==> config.mk <==
export PLATFORM = sky130hd
export DESIGN_NAME = ram_port_arbiter
export DESIGN_NICKNAME = d
export VERILOG_FILES = /design/src/rtl/ram_port_arbiter.sv
export SDC_FILE = /design/constraint.sdc
export NUM_CORES = 1
export LEC_CHECK = 0
export ABC_AREA = 1
export BUFFER_PORTS_ARGS = -buffer_cell sky130_fd_sc_hd__buf_4
export CORE_AREA = 2 2 114 116
export DETAILED_ROUTE_END_ITERATION = 8
export DIE_AREA = 0 0 116 118
export PLACE_DENSITY = 0.43
export SETUP_SLACK_MARGIN = 0.2
export SLEW_MARGIN = 20
export SYNTH_ARGS = -nofsm -noshare
export SYNTH_HDL_FRONTEND = slang
export SYNTH_SLANG_ARGS = --single-unit
==> constraint.sdc <==
create_clock -name clk -period 2.1 [get_ports clk]
set_input_delay 0 -clock clk [delete_from_list [all_inputs] [get_ports clk]]
set_output_delay 0 -clock clk [all_outputs]
set_load 0.01 [all_outputs]
==> src/rtl/ram_port_arbiter.sv <==
// Two-requester round-robin front end for one port of a byte-column-write block RAM.
// Decodes byte addresses, drives the RAM port and returns 1-cycle-latency responses with an out-of-range flag.
module ram_port_arbiter #(
    parameter int unsigned RAM_DEPTH = 16384,
    parameter int unsigned COL_WIDTH = 8,
    parameter int unsigned COL_NUM   = 4,
    parameter logic [31:0] BASE_ADDR = 32'h0000_0000,
    localparam int unsigned W  = COL_NUM * COL_WIDTH,
    localparam int unsigned AW = $clog2(RAM_DEPTH)
) (
    input  logic               clk,
    input  logic               reset,
    input  logic [31:0]        m0_addr,
    input  logic [W-1:0]       m0_wdata,
    input  logic [COL_NUM-1:0] m0_wmask,
    input  logic               m0_valid,
    output logic               m0_ready,
    output logic [W-1:0]       m0_rdata,
    output logic               m0_rvalid,
    output logic               m0_error,
    input  logic [31:0]        m1_addr,
    input  logic [W-1:0]       m1_wdata,
    input  logic [COL_NUM-1:0] m1_wmask,
    input  logic               m1_valid,
    output logic               m1_ready,
    output logic [W-1:0]       m1_rdata,
    output logic               m1_rvalid,
    output logic               m1_error,
    output logic [AW-1:0]      ram_addr,
    output logic [W-1:0]       ram_din,
    output logic               ram_en,
    output logic [COL_NUM-1:0] ram_we,
    input  logic [W-1:0]       ram_dout
);

    localparam int unsigned CB   = $clog2(COL_NUM);
    localparam logic [32:0]  SPAN = 33'(RAM_DEPTH) * 33'(COL_NUM);

    logic               grant_id_s;
    logic               accept_s;
    logic [31:0]        sel_addr_s;
    logic [31:0]        sel_off_s;
    logic [W-1:0]       sel_wdata_s;
    logic [COL_NUM-1:0] sel_wmask_s;
    logic               sel_in_range_s;

    logic last_q,       last_d;
    logic resp_valid_q, resp_valid_d;
    logic resp_id_q,    resp_id_d;
    logic resp_err_q,   resp_err_d;

    // Round-robin grant: on a tie the requester not served last wins.
    always_comb begin
        grant_id_s = 1'b0;
        if (m0_valid && m1_valid) begin
            grant_id_s = ~last_q;
        end else if (m1_valid) begin
            grant_id_s = 1'b1;
        end else begin
            grant_id_s = 1'b0;
        end
        accept_s = !reset && (m0_valid || m1_valid);
    end

    // Select the winner's request; with no winner the m0 inputs pass through.
    always_comb begin
        sel_addr_s  = m0_addr;
        sel_wdata_s = m0_wdata;
        sel_wmask_s = m0_wmask;
        if (grant_id_s) begin
            sel_addr_s  = m1_addr;
            sel_wdata_s = m1_wdata;
            sel_wmask_s = m1_wmask;
        end else begin
            sel_addr_s  = m0_addr;
            sel_wdata_s = m0_wdata;
            sel_wmask_s = m0_wmask;
        end
        sel_off_s      = sel_addr_s - BASE_ADDR;
        sel_in_range_s = ({1'b0, sel_off_s} < SPAN);
    end

    // RAM port drive and handshake; out-of-range requests are accepted but never touch the RAM.
    always_comb begin
        ram_addr = sel_off_s[CB +: AW];
        ram_din  = sel_wdata_s;
        ram_en   = 1'b0;
        ram_we   = '0;
        if (accept_s && sel_in_range_s) begin
            ram_en = 1'b1;
            ram_we = sel_wmask_s;
        end else begin
            ram_en = 1'b0;
            ram_we = '0;
        end
        m0_ready = accept_s && !grant_id_s;
        m1_ready = accept_s && grant_id_s;
    end

    // Next state of the response stage and the round-robin pointer.
    always_comb begin
        resp_valid_d = 1'b0;
        resp_id_d    = 1'b0;
        resp_err_d   = 1'b0;
        last_d       = last_q;
        if (accept_s) begin
            resp_valid_d = 1'b1;
            resp_id_d    = grant_id_s;
            resp_err_d   = !sel_in_range_s;
            last_d       = grant_id_s;
        end else begin
            resp_valid_d = 1'b0;
            resp_id_d    = 1'b0;
            resp_err_d   = 1'b0;
            last_d       = last_q;
        end
    end

    // State registers; reset drops any pending response.
    always_ff @(posedge clk or posedge reset) begin
        if (reset) begin
            last_q       <= 1'b1;
            resp_valid_q <= 1'b0;
            resp_id_q    <= 1'b0;
            resp_err_q   <= 1'b0;
        end else begin
            last_q       <= last_d;
            resp_valid_q <= resp_valid_d;
            resp_id_q    <= resp_id_d;
            resp_err_q   <= resp_err_d;
        end
    end

    // Route the RAM's registered read data to the requester that owns the response.
    always_comb begin
        m0_rvalid = resp_valid_q && !resp_id_q;
        m1_rvalid = resp_valid_q && resp_id_q;
        m0_error  = m0_rvalid && resp_err_q;
        m1_error  = m1_rvalid && resp_err_q;
        m0_rdata  = '0;
        m1_rdata  = '0;
        if (m0_rvalid && !resp_err_q) begin
            m0_rdata = ram_dout;
        end else begin
            m0_rdata = '0;
        end
        if (m1_rvalid && !resp_err_q) begin
            m1_rdata = ram_dout;
        end else begin
            m1_rdata = '0;
        end
    end

endmodule

# After elaboration in Yosys (flattened, before gate mapping)
# Cells that the tools add are included.
[totals]
register_bits = 4
output_inout_bits = 121
[classes]
n_lt_le_gt_ge = 1
bitwise = 1
n_reduce_logical = 17
muxes = 12
[op_table]
columns = ["op", "n"]
rows = [
  ["32-bit 2-to-1 mux", 4],
  ["32-bit by 17-bit < comparator with 1-bit output (second input constant)", 1],
  ["1-bit logical AND", 11],
  ["4-bit 2-to-1 mux", 2],
  ["1-bit 2-to-1 mux", 6],
  ["1-bit zero test", 5],
  ["1-bit logical OR", 1],
  ["1-bit NOT", 1],
]

# Depth between registers and ports, before layout
[logic_depth]
word_depth = 6
ltp_mapped = 8
ltp_nobuf = 8

# Worst setup path after synthesis
# No wires, ideal clock.
[synth_path]
kind = "reg2reg"
start = "reg last_q"
end = "reg resp_id_q"
setup_slack_ns = 0.888
required_ns = 1.950
period_less_slack_ns = 1.212
setup_time_ns = 0.150
path_stages_with_launch = 5
arrival_time_ns = 1.061
path_cell_list = "dfstp_2 -> nand2_1 -> nand2_4 -> clkbuf_1 -> nor2_1"
[synth_via]
elab_chain_len = 3
[synth_lines]
columns = ["element", "line", "rtl"]
rows = [
  ["start, declared", "47", "logic last_q, last_d;"],
  ["start signal, assigned", "127", "last_q <= last_d;"],
  ["1-bit NOT", "56", "grant_id_s = ~last_q;"],
  ["1-bit 2-to-1 mux", "55", "if (m0_valid && m1_valid) begin"],
  ["1-bit 2-to-1 mux", "106", "if (accept_s) begin"],
  ["end signal, assigned", "129", "resp_id_q <= resp_id_d;"],
  ["end, declared", "49", "logic resp_id_q, resp_id_d;"],
]
# Every way passes these cells.
# A chain may end at the register's enable or synchronous reset.

# Worst setup path after layout
[layout_path]
start = "reg last_q"
end = "out ram_we[2]"
[layout_via]
elab_chain_len = 6
elab_cells_between_ends = 7
classes_between = "order compare: 1; mux: 4; bitwise: 1; reduce/logical: 1"
[layout_lines]
columns = ["element", "line", "rtl"]
rows = [
  ["1-bit NOT *", "56", ""],
  ["1-bit 2-to-1 mux *", "55", ""],
  ["32-bit 2-to-1 mux", "70", "if (grant_id_s) begin"],
  ["32-bit by 17-bit < comparator with 1-bit output", "80", "sel_in_range_s = ({1'b0, sel_off_s} < SPAN);"],
  ["1-bit logical AND", "89", "if (accept_s && sel_in_range_s) begin"],
  ["4-bit 2-to-1 mux *", "89", ""],
  ["end, declared", "32", "output logic [COL_NUM-1:0] ram_we,"],
]
# Mark *: on every way between the ends. The rest lies on a longest branch, timed or not.

==> results.yml <==
worst_setup_path:
  worst_setup_path_start_kind: "flip-flop"
  critPathKind: "reg -> out"
  critical_path.max_fanout: 21
  data_arrival_time_of_the_worst_path_ns: 1.71
  worst-r2r-setup-slack_ns: 0.76
  crit_path_max_incr_delay_ns: 0.52
  endpoint_type_of_the_worst_setup_path: "output pin"
  cp.required_ns: 2.10
  timing.critical_path.cells: "nand2_2 > nand2_8 > buf_4 > nand2_1 > nand2_1 > inv_2 > nor2_2 > buf_4"
  cpMaxStageDelayCell: "dfstp_2"
cts:
  post_cts_setup_buffers: 0
  path_clk_slew_ns: 0.03
  cts_buffers: 3
  clk_path_buf_depth: 2
  clock-sinks: 4
  cts_tree: "done"
  htree_num_levels: 1
  clk_root_buffer_cell: "clkbuf_16"
  clk_latency_ns: 0.22
sta:
  worst_slew_margin_pct: 77.9
  final_hold_viol_count: 0
  timing_worst_slew_pin_value_ns: 0.332
  rsz0062_at_grt: "false"
  tns_ns: 0
  report.final.slew_viol_count: 0
  fmax_mhz: 586
  layout_min_cycle_time_ns: 1.71
  finalSetupViolCount: 0
  fin_worst_skew_ns: 0.00253
  whs_ns: 0.100
  min_period_over_period_pct: 81.3
flow_run:
  max_cap_violations: 0
yosys:
  synthesis.yosys.warnings: 0
  yosys_register_bits: 4
  synth.area.top_cells: "nand2_1 (44%), nor2_1 (24%), inv_1 (9.8%)"
  synth.avg_cell_area_um2: 4.21
  yosys.cell_types.count: 16
  synth.largest_area_cell: "nand2_1"
  syn-instance-count: 327
  fraction_of_the_yosys_area_taken_by_sequential_cells_pct: 7.36
  netlist_area_mm2: 0.00138
  postSynthNetCount: 499
  top_area_cell_type_share_of_the_netlist_area_pct: 43.9
routing:
  route.final.wire_length_um: 9520
  drt_iter0_markers: 65
  drc_errors: 0
  post_drt_wl_per_cell_um: 12.2
  vias_per_std_cell: 3.71
  route.antenna.remaining_nets: 0
  route.vias.total: 2900
  detail_route.first_pass.iterations: 4
status:
  run_status: "finished, final reports clean"
final_layout:
  multi_input_comb_area_mm2: 0.00105
  sequential_cell_area_um2: 101
  ant_diodes: 0
  fillerInstances: 1423
  mostFrequentLayoutCell: "buf_4"
  drive_above_1_share_pct: 51.5
  finalCoreUtilization_pct: 30.9
  layout.cells.most_common_list: "buf_4 (292), nand2_1 (160), nor2_1 (88)"
  fin_area_mm2: 0.00384
  finalNetCount: 783
  area.growth.synth_to_final_pct: 179
placement:
  dpl.hpwl_um: 8390
  finalWeightedCongestion: 0.782
  port_buffers: 288
  postPlaceCellArea_mm2: 0.00372
power:
  power_per_cell_area_mw_per_mm2: 310
  power.leakage_nw: 2.46
  irDropWorstVdd_mv: 0.198
floorplanning:
  initial_utilization_pct: 11.1
  placement_rows: 41
  die_area_mm2: 0.0137
  io_pins: 293
  chipHeight_um: 118
  die_width_um: 116
  core_region_area_mm2: 0.0124
min_path:
  hold_class: "in -> reg"
grt:
  grt_first_pass_wirelength_um: 13500
  grt_pass1_vias: 2752
  number_of_antenna_violations_at_the_first_check_in_global_routing: 0
  groute.usage.overall_pct: 12.4
  grt_start_max_net_pins: 42
  global_route.overflow_total: 0
-- cells by family (layout without fill, tap and decap cells) --
logic type	Yosys count	after routing	share of synthesized area (%)
compound gates	2	2	0.727
buf+inv	59	341	17.6
flops	4	4	7.36
simple gates	262	263	74.3
-- sequential cells by signal, summed over array words and instances, names as in the netlist --
register      flops
last_q            1
resp_err_q        1
resp_valid_q      1
resp_id_q         1
-- per-stage QoR --
stage,setup WS [ns],power [mW],cells
global placement,0.470,0.880,776
detailed placement,0.448,0.885,776
finish,0.393,1.19,782
global route,0.249,1.28,782
floorplan,0.888,0.377,327
CTS,0.211,1.20,781
-- synth_stat cells (all sizes together) --
cell	n
o21ai	2
nand3	2
dfrtp	3
dfstp	1
nor3	1
clkbuf	4
inv	43
and2	2
nand2	164
buf	12
nor2	93
-- path summary, 6_finish.rpt --
kind / cells past startpoint / start / end
max reg2reg: 7 / last_q / resp_err_q
max: 8 / last_q / ram_we[2]
max in group asynchronous: 3 / reset / last_q
min reg2reg: 2 / last_q / last_q
min in group asynchronous: 3 / reset / resp_valid_q
min: 4 / m0_valid / last_q
-- cell type report --
| class | instances | share of cell area, % |
|---|---|---|
| inverters | 43 | 4.27 |
| well taps | 172 | 5.61 |
| flip-flops and latches | 4 | 2.64 |
| clock buffers | 4 | 2.05 |
| multi-input cells | 265 | 27.5 |
| repair buffers | 294 | 57.9 |
-- critical path, delay by kind of cell (launching register included) --
kind          cells  cell delay [ns]
flops             1             0.52
simple gates      5             0.51
buf+inv           3             0.43
-- repair_timing --
action                                 4_1_cts  5_1_grt
resized for setup                            0        4
hold buffers                                 1        0
endpoints found under the hold margin        6        0
setup endpoints to repair                    0        5
-- routing by layer --
layer / global-route usage (%) / wire length (um) / vias up
met4: 1.79 / 35 / 0
met3: 4.84 / 1280 / 2
met1: 12.5 / 3230 / 1227
li1: - / - / 1497
met2: 24.2 / 4970 / 174
met5: 0 / 0 / -
-- power by group --
group / switching [mW] / total [mW] / internal (mW)
Sequential: 0.00365 / 0.0894 / 0.0857
Combinational: 0.359 / 0.792 / 0.433
Clock: 0.0565 / 0.308 / 0.251
Note: power is estimated with default switching activity, not from simulation.
